**src/rtl/dmem_arbiter.sv**
```systemverilog
// Two-port arbiter in front of the data-memory port: round-robin sharing,
// exclusive ownership for port 1, and read-data routing by tag.
`timescale 1ns/1ps
module dmem_arbiter #(
  parameter int READ_LATENCY = 1,
  parameter int ADDR_W       = 32,
  parameter int DATA_W       = 32
) (
  input  logic              clk,
  input  logic              reset,
  input  logic              req0,
  input  logic              req1,
  input  logic              we0,
  input  logic              we1,
  input  logic [ADDR_W-1:0] addr0,
  input  logic [ADDR_W-1:0] addr1,
  input  logic [DATA_W-1:0] wdata0,
  input  logic [DATA_W-1:0] wdata1,
  input  logic [2:0]        funct3_0,
  input  logic [2:0]        funct3_1,
  output logic              gnt0,
  output logic              gnt1,
  output logic              rvalid0,
  output logic              rvalid1,
  output logic [DATA_W-1:0] rdata0,
  output logic [DATA_W-1:0] rdata1,
  input  logic              excl_req,
  output logic              excl_gnt,
  output logic              mem_wren,
  output logic [ADDR_W-1:0] mem_address,
  output logic [DATA_W-1:0] mem_data_in,
  output logic [2:0]        mem_funct3,
  input  logic [DATA_W-1:0] mem_rdata
);

  localparam logic [1:0] ST_SHARED = 2'd0;
  localparam logic [1:0] ST_DRAIN  = 2'd1;
  localparam logic [1:0] ST_EXCL   = 2'd2;

  logic [1:0]              state_q, state_d;
  logic                    last_q, last_d;
  logic                    excl_gnt_q;
  logic [READ_LATENCY-1:0] tag_vld_q, tag_port_q;
  logic [ADDR_W-1:0]       addr_q;
  logic [DATA_W-1:0]       wdata_q, rdata0_q, rdata1_q;
  logic [2:0]              funct3_q;
  logic                    grant, load_push, tags_empty;

  // NOTE: every combinational output gets a default first, so no path can infer a latch.
  always_comb begin
    gnt0 = 1'b0;
    gnt1 = 1'b0;
    if (!reset) begin
      case (state_q)
        ST_SHARED: begin
          if (req0 && req1) begin
            gnt0 = last_q;
            gnt1 = !last_q;
          end else begin
            gnt0 = req0;
            gnt1 = req1;
          end
        end
        ST_EXCL: gnt1 = req1;
        default: ;
      endcase
    end
  end

  assign grant     = gnt0 | gnt1;
  assign mem_wren  = (gnt0 & we0) | (gnt1 & we1);
  assign load_push = (gnt0 & ~we0) | (gnt1 & ~we1);

  always_comb begin
    mem_address = addr_q;
    mem_data_in = wdata_q;
    mem_funct3  = funct3_q;
    if (gnt1) begin
      mem_address = addr1;
      mem_data_in = wdata1;
      mem_funct3  = funct3_1;
    end else if (gnt0) begin
      mem_address = addr0;
      mem_data_in = wdata0;
      mem_funct3  = funct3_0;
    end
  end

  // The oldest tag lines up with the memory's read data for that grant.
  assign rvalid0    = tag_vld_q[READ_LATENCY-1] & ~tag_port_q[READ_LATENCY-1];
  assign rvalid1    = tag_vld_q[READ_LATENCY-1] &  tag_port_q[READ_LATENCY-1];
  assign rdata0     = rvalid0 ? mem_rdata : rdata0_q;
  assign rdata1     = rvalid1 ? mem_rdata : rdata1_q;
  assign tags_empty = ~|tag_vld_q;
  assign excl_gnt   = excl_gnt_q;

  always_comb begin
    state_d = state_q;
    last_d  = last_q;
    if (gnt0) last_d = 1'b0;
    if (gnt1) last_d = 1'b1;
    case (state_q)
      ST_SHARED: if (excl_req) state_d = ST_DRAIN;
      ST_DRAIN: begin
        if (!excl_req)      state_d = ST_SHARED;
        else if (tags_empty) state_d = ST_EXCL;
      end
      ST_EXCL: begin
        if (!excl_req) begin
          state_d = ST_SHARED;
          last_d  = 1'b1;
        end
      end
      default: state_d = ST_SHARED;
    endcase
  end

  // NOTE: clocked state uses non-blocking assignments only, so every flop samples pre-edge values.
  always_ff @(posedge clk or posedge reset) begin
    if (reset) begin
      state_q    <= ST_SHARED;
      last_q     <= 1'b1;
      excl_gnt_q <= 1'b0;
      addr_q     <= '0;
      wdata_q    <= '0;
      funct3_q   <= 3'b010;
      rdata0_q   <= '0;
      rdata1_q   <= '0;
    end else begin
      state_q    <= state_d;
      last_q     <= last_d;
      excl_gnt_q <= (state_d == ST_EXCL);
      if (grant) begin
        addr_q   <= mem_address;
        wdata_q  <= mem_data_in;
        funct3_q <= mem_funct3;
      end
      if (rvalid0) rdata0_q <= mem_rdata;
      if (rvalid1) rdata1_q <= mem_rdata;
    end
  end

  // NOTE: unlike a data array, the tag pipeline must be reset: a stale valid bit would fabricate an rvalid.
  always_ff @(posedge clk or posedge reset) begin
    if (reset) begin
      tag_vld_q  <= '0;
      tag_port_q <= '0;
    end else begin
      tag_vld_q[0]  <= load_push;
      tag_port_q[0] <= gnt1;
      for (int i = 1; i < READ_LATENCY; i++) begin
        tag_vld_q[i]  <= tag_vld_q[i-1];
        tag_port_q[i] <= tag_port_q[i-1];
      end
    end
  end

endmodule

```
**config.mk**
```make
export PLATFORM = sky130hd
export DESIGN_NAME = dmem_arbiter
export DESIGN_NICKNAME = d
export VERILOG_FILES = /design/src/rtl/dmem_arbiter.sv
export SDC_FILE = /design/constraint.sdc
export NUM_CORES = 1
export LEC_CHECK = 0
export BUFFER_PORTS_ARGS = -buffer_cell sky130_fd_sc_hd__buf_2
export CAP_MARGIN = 10
export CORE_AREA = 2 2 121 123
export CTS_BUF_LIST = sky130_fd_sc_hd__clkbuf_4 sky130_fd_sc_hd__clkbuf_8
export CTS_CLUSTER_DIAMETER = 50
export CTS_CLUSTER_SIZE = 25
export DETAILED_ROUTE_END_ITERATION = 7
export DIE_AREA = 0 0 123 125
export PLACE_DENSITY_LB_ADDON = 0.25
export SLEW_MARGIN = 25
export SYNTH_ARGS = -nofsm -noshare
export SYNTH_HDL_FRONTEND = slang
export SYNTH_SLANG_ARGS = --single-unit
```
**constraint.sdc**
```tcl
create_clock -name clk -period 10.1 [get_ports clk]
set_input_delay 2.02 -clock clk [delete_from_list [all_inputs] [get_ports clk]]
set_output_delay 2.02 -clock clk [all_outputs]
set_load 0.05 [all_outputs]
```
# == Word level (Yosys, flattened, before mapping) ==
# Index checks and enable logic that the tools add are counted.
# totals
out_inout_bits,137
input_bits,173
ff_bits,137
# classes
n_bitwise,12
mux,23
n_reduce_logical,3
eq_ne,3
# op_table
operator,n
$mux W32,6
$mux W1,9
$mux W2,4
$and A1 B1 Y1,6
$mux W3,2
$pmux W2 S3,1
$eq A2 B2 Y1 const B,2
$not A1 Y1,3
$or A1 B1 Y1,3
$eq A2 B1 Y1 const B,1
$logic_not A2 Y1,1
$pmux W1 S2,1
$logic_and A1 B1 Y1,1
$logic_not A1 Y1,1

# == Longest topological paths before layout ==
# Gate-level depths: netlist of run 1.
# depth
depth_word,8
mapped_depth,6
ltp_nobuf,4

# == Least setup slack after synthesis of run 1 ==
# Ideal clock, no wire load.
# synth_path
path_type,input-to-output
start,input reset
end,output mem_wren
arrival_time_ns,3.406
stages,5
required_ns,8.080
slack_ns,4.674
path_cell_list,nor4b_4 > buf_6 > nand2_2 > inv_1 > a22o_1
# synth_between
elab_chain_cells,3
elab_cells_between_ends,5
cone_classes,mux: 2; bitwise: 3
# synth_lines
element,line,text
start: declaration,10,"input logic reset,"
$mux W1,53,if (!reset) begin
named net gnt0,21,"output logic gnt0,"
$and A1 B1 Y1,71,assign mem_wren = (gnt0 & we0) | (gnt1 & we1);
$or A1 B1 Y1,71,
end: declaration,29,"output logic mem_wren,"
# The timed path passes the listed nets, and every way through them passes these cells.

# == Worst setup path in the final report of run 1 ==
# layout_path
start,input reset
end,output mem_address[11]
# layout_between
elab_chain_cells,3
elab_cells_between_ends,4
cone_classes,mux: 4
# layout_lines
element,line,text
$mux W1,53,
$mux W32,82,end else if (gnt0) begin
$mux W32 (*),78,if (gnt1) begin
end: declaration,30,"output logic [ADDR_W-1:0] mem_address,"
# Every way passes the cells marked *; elsewhere a longest branch is shown, timed or not.

==> key figures, run 1 <==
Outcome
  – Status: finished clean

Synth
  – Largest family of logic cells by synthesized area: compound AO/OA/AOI/OAI gates
  – Gate Count Post-Synth: 476
  – Adder-cell share of the synthesized area: 0
  – Register area share after synthesis: 0.540
  – Mapped cell area: ~6400 µm²
  – Synth warn: 0
  – Avg Synthesized Cell Area: 13.4 µm²
  – Synth Area in XOR/XNOR: 0
  – Distinct cells, synth: 25
  – Synth area leaders: dfrtp_1 53%, a221o_1 21%, mux2_2 11%, and3_1 6.6%, buf_2 1.3%
  – Mux cell area share after synthesis: 0.113
  – Compound-cell area share of the yosys netlist: 0.219
  – Syn Nets: about 650
  – Post-Synth Simple-Gate Area: 0.0805
  – Register bit total from synthesis: approximately 140
  – Yosys top cell by area: dfrtp_1
  – Share of the synthesized area in the top cell type: 0.531

Global routing
  – Initial antenna violation count: 2
  – Largest net degree at the start of global routing: ~110
  – Global-route usage over all layers: 0.224
  – First-pass GRT wire length: roughly 27,000 µm
  – GRT Residual Overflow: 0
  – Number of global-route vias before repair: 5,456

Worst setup path
  – Slowest cell on crit path: buf_4
  – Crit Path Category: input pin to output port
  – R2R Path Start: state_q[0]$_DFF_PP0_
  – Crit path DAT: ~4.4 ns
  – Max incr delay on CP: 0.75 ns
  – Reg-to-reg endpoint: addr_q[13]$_DFFE_PP0P_
  – CP max FO: 90
  – CP dominant cell by count: buf_2
  – Worst Path Required: about 8.1 ns
  – Setup crit start kind: input pin
  – R2R Setup Slk: ~7.6 ns
  – Critical Path Start: reset
  – CP endpoint kind: output port
  – CP Capture Point: mem_address[11]
  – Critical path, cell by cell: buf_2, nor2_1, nand3_1, inv_4, buf_4, a221o_1, buf_2
  – Reg2Reg Depth: 5

Place
  – Detailed placement HPWL: approximately 13,000 µm
  – Placed Area: about 7900 µm²
  – Routability cong.: just under 0.9
  – Cells after DPL: 925
  – Port bufs: slightly above 300
  – Place WS: ~3.7 ns

STA
  – Final Skew: around 0.015 ns
  – Max Slew Vio Count: 0
  – Peak Freq: ~160 MHz
  – Post-route setup slack: roughly 3.7 ns
  – Part of the cycle the worst path needs: 0.636
  – # setup viols final: 0
  – Worst Tran Pin Value: approximately 0.86 ns
  – Final setup TNS: 0 ns
  – Hold Vio Cnt, Final: 0
  – Final min period: between 6 and 7 ns
  – Slew HR: 0.427
  – RSZ-0062 raised after global routing: no

Layout
  – FILL cells: about 1,200
  – Layout overhead on the synthesized area: 31.8%
  – Layout cells sized above 1: 0.544
  – Area of the multi-input gates: 2640 µm²
  – Commonest non-fill, non-tap cell in the layout: buf_2
  – Final Non-Filler Cells: 960
  – Highest-count cells in the layout ignoring fill and taps: 309 x buf_2, 135 x a221o_1, 135 x dfrtp_1
  – Nets@finish: about 930
  – Design area: about 8400 µm²
  – Register area: between 3000 and 4000 µm²

Clocking
  – Clock slew at reported path FFs: around 0.070 ns
  – Post-cts resize count: 0
  – Clk root buf: clkbuf_8
  – # H-tree levels: 4
  – Worst-Skew Late Latency: 0.43 ns
  – Total CTS buffers: 17
  – CTS hold repair buffers: 0
  – CTS tree: built
  – Bufs on Longest Clock Path: 2
  – Postcts setup bufs: 0
  – TritonCTS Sinks: about 140

Drt
  – Vias/cell: about 5.8
  – Routed wire per std cell: 18.7 µm
  – Drt initial violations: between 300 and 400
  – # DRC: 0
  – Antenna-violating nets left: 0
  – Detailed Route WL: ~18,000 µm
  – DRT Pass-1 Iters: 5
  – Vias: around 5,500

Die
  – IO Pins: 310
  – Core Area: between 10,000 and 15,000 µm²
  – DIE HEIGHT: roughly 130 µm
  – Chip width: approximately 120 µm
  – Initial Utilization: 0.447
  – Area of the die: about 15,000 µm²
  – Num rows: 44

Power
  – Int Pwr: around 1400 µW
  – Clock power share: 0.169
  – Sequential share of power: 0.304
  – P_sw: between 1000 and 1500 µW
  – IR drop worst, VDD: around 0.15 mV
  – Comb power frac: 0.527
  – Pleak: roughly 0.0044 µW
  – PD cells: 332 nW/µm²
  – Switching part of the total: 0.488

Flow run
  – Maxcap violations: 0

Min path
  – Worst min-delay path class: flip-flop to flip-flop
==> metal layers <==
metal,share of wire,GRT usage
met1,0.39,0.261
met2,0.48,0.380
met3,0.091,0.0657
met4,0.034,0.0996
met5,0,0
==> how the worst min path moves through the flow <==
stage                           startpoint                endpoint  slack (ns)  cells after the start
finish              rdata0_q[15]$_DFF_PP0_  rdata0_q[15]$_DFF_PP0_        0.49                      1
global route        rdata0_q[28]$_DFF_PP0_  rdata0_q[28]$_DFF_PP0_        0.51                      1
CTS                 rdata1_q[10]$_DFF_PP0_  rdata1_q[10]$_DFF_PP0_        0.50                      1
detailed placement  rdata1_q[10]$_DFF_PP0_  rdata1_q[10]$_DFF_PP0_        0.48                      1
global placement    rdata1_q[19]$_DFF_PP0_  rdata1_q[19]$_DFF_PP0_        0.47                      1
floorplan            addr_q[0]$_DFFE_PP0P_   addr_q[0]$_DFFE_PP0P_        0.48                      1
==> cell usage after synthesis <==
cell type,count
inv_1,4
buf_6,6
dfrtp_1,135
nor2b_1,5
nand2_2,1
buf_1,1
nor3_1,1
nand2b_1,1
mux2_2,64
a221o_1,135
clkbuf_1,18
o22ai_1,1
nand2_1,1
dfstp_2,2
o21ai_2,1
a22o_1,1
o21a_1,2
nand3_1,1
inv_2,1
nor2_1,1
nand3b_1,1
buf_4,8
and3_1,67
buf_2,17
nor4b_4,1
==> sequential cells by signal, summed over array words and instances (netlist names) <==
name / cells
tag_port_q: 1
state_q: 2
addr_q: 32
tag_vld_q: 1
wdata_q: 32
rdata0_q: 32
last_q: 1
rdata1_q: 32
excl_gnt: 1
funct3_q: 3
==> through the flow <==
| stage | total power [µW] | hold slack (ns) | util |
|---|---|---|---|
| floorplan | 2000 | 0.480 | - |
| global placement | 2290 | 0.475 | 0.557 |
| detailed placement | 2310 | 0.482 | 0.557 |
| CTS | 2800 | 0.501 | 0.587 |
| global route | 2910 | 0.508 | 0.590 |
| finish | 2780 | 0.494 | 0.590 |
==> power by group through the flow <==
stage / logic [µW] / registers [µW] / clock network (µW)
6_report: 1470 / 845 / 468
5_1_grt: 1530 / 865 / 508
4_1_cts: 1470 / 844 / 484
3_5_place_dp: 1470 / 847 / 0
3_3_place_gp: 1440 / 845 / 0
2_1_floorplan: 1180 / 824 / 0
==> cells by family (layout without fill, tap and decap cells) <==
| logic type | after synthesis | in the layout |
|---|---|---|
| buffers and inverters | 55 | 353 |
| and+or+nand+nor | 80 | 80 |
| other | 0 | 2 |
| DFF | 137 | 137 |
| muxes | 64 | 64 |
| AOI/OAI and AO/OA | 140 | 140 |
==> final cells by class <==
class                      count  share of cell area
timing repair buffer         316               0.194
antenna                        2            0.000597
clock inverter                13              0.0200
sequential                   137               0.409
tap                          184              0.0275
clock buffer                  19              0.0305
inverter                       5             0.00314
multi-input combinational    284               0.315
==> worst max-delay path, delay by kind of cell <==
| family | cells | cell delay [ns] |
|---|---|---|
| AND/OR/NAND/NOR | 2 | 0.43 |
| AO/OA/AOI/OAI | 1 | 0.30 |
| buffers and inverters | 4 | 1.57 |
Power figures use the tool's default switching activity.
==> inputs of run 2 (changes only) <==
- ABC_AREA: unset -> 1
- CORE_AREA: 2 2 121 123 -> unset
- CORE_UTILIZATION: unset -> 43
- DIE_AREA: 0 0 123 125 -> unset
- clock period: 10.1 -> 5.8 ns (I/O delays scaled with it)
==> key figures, run 2 <==
Global routing
  – Initial antenna violation count: 2
  – Largest net degree at the start of global routing: 82
  – Number of global-route vias before repair: 5,467
  – Global-route usage over all layers: 0.234
  – First-pass GRT wire length: 26,600 µm
  – GRT Residual Overflow: 0

Drt
  – Vias: between 6,000 and 7,000
  – Vias/cell: between 5 and 6
  – DRT Pass-1 Iters: 4
  – Detailed Route WL: about 17,000 µm
  – Routed wire per std cell: between 10 and 15 µm
  – Antenna-violating nets left: 0
  – # DRC: 0
  – Drt initial violations: ~350

Synth
  – Avg Synthesized Cell Area: 8.55 µm²
  – Register bit total from synthesis: 137
  – Yosys top cell by area: dfrtp_1
  – Gate Count Post-Synth: 710
  – Ys flop type: dfrtp_1
  – Synth async-reset ratio: 1.00
  – Synth Area in XOR/XNOR: 0
  – Compound-cell area share of the yosys netlist: 0.0579
  – Most frequent cell after synthesis: nand3_1
  – Mux cell area share after synthesis: 0
  – Register area share after synthesis: 0.565
  – Adder-cell share of the synthesized area: 0
  – Mapped cell area: ~6100 µm²
  – Share of the synthesized area in the top cell type: 0.557
  – Distinct cells, synth: 19
  – Synth top cells by count: 271 x nand3_1, 137 x nand2_1, 135 x dfrtp_1, 64 x o21ai_0, 40 x inv_1
  – Largest family of logic cells by synthesized area: simple AND/OR/NAND/NOR gates
  – Number of flops mapped to enable cells by yosys: 0
  – Syn Nets: ~880
  – Synth area leaders: dfrtp_1 56%, nand3_1 22%, nand2_1 8.5%, o21ai_0 5.3%, inv_1 2.5%
  – Synth warn: 0
  – Post-Synth Simple-Gate Area: 0.315

Die
  – Chip width: ~120 µm
  – Core Area: 13,800 µm²
  – DIE HEIGHT: 121 µm
  – Area of the die: ~15,000 µm²
  – Initial Utilization: 0.439
  – Num rows: 43
  – IO Pins: 310

Clocking
  – Postcts setup bufs: 0
  – Worst-Skew Late Latency: 0.43 ns
  – Clock slew at reported path FFs: 0.07 ns
  – CTS tree: built
  – Post-cts resize count: 0
  – Bufs on Longest Clock Path: 2
  – TritonCTS Sinks: around 140
  – # H-tree levels: 4
  – CTS hold repair buffers: 0
  – Clk root buf: clkbuf_8
  – Total CTS buffers: 17

Worst setup path
  – CP max FO: just over 40
  – Critical path, cell by cell: buf_2, nor2_1, nand3_2, buf_4, inv_1, nand2_1, nand2_1, buf_2
  – Worst Path Required: around 4.6 ns
  – Crit path DAT: 3.08 ns
  – Setup crit start kind: input pin
  – Crit Path Category: input pin to output port
  – Max incr delay on CP: between 0.5 and 0.6 ns
  – Slowest cell on crit path: nand3_2
  – CP endpoint kind: output port

Layout
  – FILL cells: roughly 1,300
  – Layout overhead on the synthesized area: 33.3%
  – Commonest non-fill, non-tap cell in the layout: buf_2
  – Utilization after layout: 0.585
  – Layout cells sized above 1: 0.355
  – Nets@finish: around 1,200
  – Highest-count cells in the layout ignoring fill and taps: 309 x buf_2, 269 x nand3_1, 136 x nand2_1

Power
  – PD cells: slightly above 600 nW/µm²
  – Pleak: approximately 0.0046 µW
  – IR drop worst, VDD: 0.234 mV

STA
  – Part of the cycle the worst path needs: 0.732
  – Final Skew: about 0.013 ns
  – Final min period: between 4 and 5 ns
  – Final setup TNS: 0 ns
  – Worst Tran Pin Value: roughly 0.98 ns
  – Peak Freq: between 200 and 250 MHz
  – Post-route setup slack: around 1.6 ns
  – Slew HR: 0.341
  – Max Slew Vio Count: 0
  – # setup viols final: 0
  – Hold Vio Cnt, Final: 0
  – RSZ-0062 raised after global routing: no

Flow run
  – Maxcap violations: 0

Place
  – Place WS: around 1.5 ns
  – Port bufs: roughly 300
  – Detailed placement HPWL: approximately 12,000 µm
  – Routability cong.: approximately 0.80

Min path
  – Worst min-delay path class: flip-flop to flip-flop

Outcome
  – Status: finished clean
run 2: cell count changes in the layout (fill, tap and decap cells not counted), moves of 3 or more:
| cell | change |
|---|---|
| mux2_2 | -64 |
| inv_1 | +36 |
| a221o_1 | -135 |
| nand2_1 | +135 |
| nor2b_1 | -4 |
| o21ai_0 | +64 |
| and3_1 | -67 |
| nand3_2 | +3 |
| nand3_1 | +268 |
run 2: worst paths after layout:
kind,startpoint,endpoint,slack (ns),cells after the start
setup / recovery,reset,mem_wren,1.56,8
hold / removal,state_q[1]$_DFF_PP0_,state_q[0]$_DFF_PP0_,0.47,1
max in group asynchronous,reset,wdata_q[27]$_DFFE_PP0P_,3.73,3
min in group asynchronous,reset,rdata0_q[28]$_DFF_PP0_,0.89,2
setup reg to reg,state_q[0]$_DFF_PP0_,addr_q[18]$_DFFE_PP0P_,3.67,5
hold reg to reg,state_q[1]$_DFF_PP0_,state_q[0]$_DFF_PP0_,0.47,1
run 2: metal layers:
| layer | part of all wire | wire length [µm] | vias up | global-route usage |
|---|---|---|---|---|
| met5 | 0.00076 | 13 | - | 0 |
| met4 | 0.024 | 410 | 2 | 0.0957 |
| met3 | 0.087 | 1480 | 32 | 0.0703 |
| met2 | 0.47 | 8010 | 262 | 0.389 |
| met1 | 0.42 | 7110 | 2793 | 0.283 |
| li1 | - | - | 3003 | - |
run 2: layout make-up:
type / count / area [µm²] / share of cell area
clock buffer: 18 / 241 / 0.0298
inverter: 42 / 163 / 0.0201
antenna: 1 / 2.50 / 0.000309
tap: 180 / 225 / 0.0278
sequential: 137 / 3430 / 0.424
clock inverter: 14 / 149 / 0.0184
multi-input combinational: 483 / 2280 / 0.282
timing repair buffer: 316 / 1600 / 0.198
run 2: per-stage QoR:
step,power (µW),instances,hold WS [ns],cell area (µm²)
floorplan,3560,710,0.432,6070
global placement,4130,1158,0.462,7700
detailed placement,4160,1158,0.467,7700
CTS,4940,1190,0.470,8090
global route,5180,1191,0.487,8090
finish,4900,1191,0.470,8090
run 2: critical path: cells and delay by family:
kind | cells | cell delay, ns
AND/OR/NAND/NOR | 4 | 0.87
buffers and inverters | 4 | 1.05
run 2: cell families (layout without fill, tap and decap cells):
group | after synthesis | count (layout)
buffers and inverters | 90 | 390
flip-flops | 137 | 137
other | 0 | 1
AND/OR/NAND/NOR | 414 | 414
AO/OA/AOI/OAI | 69 | 69
run 2: where the power goes:
part	internal [µW]	switching, µW
registers	1350	109
logic	558	2120
clock network	390	381
==> inputs of run 3 (changes only) <==
- clock period: 5.8 -> 3.9 ns (I/O delays scaled with it)
==> key figures, run 3 (synthesis gave the netlist of run 2 again) <==
Outcome
  – Status: finished clean

STA
  – Final min period: 3.15 ns
  – RSZ-0062 raised after global routing: no
  – Final setup TNS: 0 ns
  – Hold Vio Cnt, Final: 0
  – Max Slew Vio Count: 0
  – # setup viols final: 0
  – Peak Freq: 317 MHz
  – Slew HR: 0.422
  – Part of the cycle the worst path needs: 0.808
  – Final Skew: ~0.013 ns
  – Worst Tran Pin Value: a little under 0.9 ns
  – Fin Hold WS: roughly 0.43 ns
  – Post-route setup slack: approximately 0.75 ns

Die
  – Area of the die: 14,600 µm²
  – DIE HEIGHT: roughly 120 µm
  – Core Area: between 10,000 and 15,000 µm²
  – IO Pins: slightly above 300
  – Num rows: 43
  – Chip width: approximately 120 µm
  – Initial Utilization: 0.439

Place
  – Port bufs: 309
  – Detailed placement HPWL: between 10,000 and 15,000 µm
  – Routability cong.: approximately 0.83
  – Place WS: about 0.80 ns
  – Placed Area: slightly below 8000 µm²

Worst setup path
  – CP dominant cell by count: nand3_1
  – Delay-heaviest family, CP: buffers and inverters
  – Critical path, cell by cell: nor2_1, nand3_2, buf_4, nand3_1, nand3_1, buf_2
  – CP max FO: around 70
  – Crit Path Category: flip-flop to output port
  – Slowest cell on crit path: buf_4
  – CP endpoint kind: output port
  – Buffers & Inverters on Critical Path: 2
  – Setup crit start kind: flip-flop
  – Worst Path Required: ~3.1 ns
  – Crit path DAT: roughly 2.4 ns
  – Max incr delay on CP: 0.57 ns

Global routing
  – First-pass GRT wire length: between 20,000 and 30,000 µm
  – Largest net degree at the start of global routing: between 70 and 80
  – Initial antenna violation count: 2
  – Global-route usage over all layers: 0.240
  – GRT Residual Overflow: 0
  – Number of global-route vias before repair: roughly 5,600

Drt
  – Antenna-violating nets left: 0
  – Drt initial violations: 440
  – # DRC: 0
  – Vias/cell: 5.12
  – Detailed Route WL: about 17,000 µm
  – Routed wire per std cell: between 10 and 15 µm
  – DRT Pass-1 Iters: 5
  – Vias: about 6,100

Min path
  – Worst min-delay path class: input pin to async pin

Power
  – IR drop worst, VDD: 0.395 mV
  – Pleak: around 0.0046 µW
  – Total power draw: roughly 7500 µW
  – PD cells: ~910 nW/µm²

Layout
  – FILL cells: between 1,000 and 1,500
  – Layout overhead on the synthesized area: 35.2%
  – Highest-count cells in the layout ignoring fill and taps: 309 x buf_2, 269 x nand3_1, 136 x nand2_1
  – Layout cells sized above 1: 0.355
  – Commonest non-fill, non-tap cell in the layout: buf_2
  – Nets@finish: 1,171
  – Design area: approximately 8200 µm²

Flow run
  – Maxcap violations: 0

Clocking
  – CTS tree: built
  – Bufs on Longest Clock Path: 2
  – TritonCTS Sinks: about 140
  – Clock slew at reported path FFs: around 0.070 ns
  – Postcts setup bufs: 0
  – # H-tree levels: 4
  – Post-cts resize count: 0
  – Worst-Skew Late Latency: 0.44 ns
  – CTS hold repair buffers: 0
  – Clk root buf: clkbuf_8
  – Total CTS buffers: 17
[run 3: changes by cell type in the layout (fill, tap and decap cells not counted), sizes merged]
cell	delta
diode	+1
clkbuf	+2
buf	+1
inv	-3
clkinvlp	+1
bufinv	+2
clkinv	-3
[run 3: power breakdown]
group | internal [µW] | switching [µW] | leakage [µW]
clock | 735 | 533 | 0.000215
combinational | 842 | 3160 | 0.00276
sequential | 2010 | 168 | 0.00165
total | 3590 | 3860 | 0.00463
[run 3: final timing paths]
check                                     start                      end  slack (ns)  cells past startpoint
setup / recovery           state_q[0]$_DFF_PP0_          mem_data_in[16]        0.75                      6
hold / removal                            reset   addr_q[10]$_DFFE_PP0P_        0.43                      2
setup reg to reg           state_q[0]$_DFF_PP0_  wdata_q[16]$_DFFE_PP0P_        2.17                      5
hold reg to reg            state_q[1]$_DFF_PP0_     state_q[0]$_DFF_PP0_        0.48                      1
max in group asynchronous                 reset  wdata_q[30]$_DFFE_PP0P_        2.56                      3
min in group clk           state_q[1]$_DFF_PP0_     state_q[0]$_DFF_PP0_        0.48                      1
[run 3: stage by stage]
step | std cells | util
after floorplan | 710 | -
after global placement | 1159 | 0.561
after detailed placement | 1159 | 0.561
after CTS | 1190 | 0.593
after global routing | 1192 | 0.593
final | 1192 | 0.593
[run 3: layout make-up]
| cell class | instances | area, µm² | share of cell area |
|---|---|---|---|
| well taps | 180 | 225 | 0.0275 |
| inverters | 42 | 161 | 0.0197 |
| flip-flops and latches | 137 | 3430 | 0.418 |
| diodes | 2 | 5.00 | 0.000610 |
| multi-input cells | 483 | 2290 | 0.279 |
| repair buffers | 317 | 1660 | 0.202 |
| clock inverters | 11 | 170 | 0.0207 |
| clock buffers | 20 | 269 | 0.0328 |
[run 3: layer usage]
| layer | up-vias | part of all wire | global-route usage |
|---|---|---|---|
| li1 | 2997 | - | - |
| met1 | 2846 | 0.41 | 0.291 |
| met2 | 240 | 0.50 | 0.398 |
| met3 | 16 | 0.079 | 0.0816 |
| met4 | 0 | 0.014 | 0.0849 |
| met5 | - | 0 | 0 |
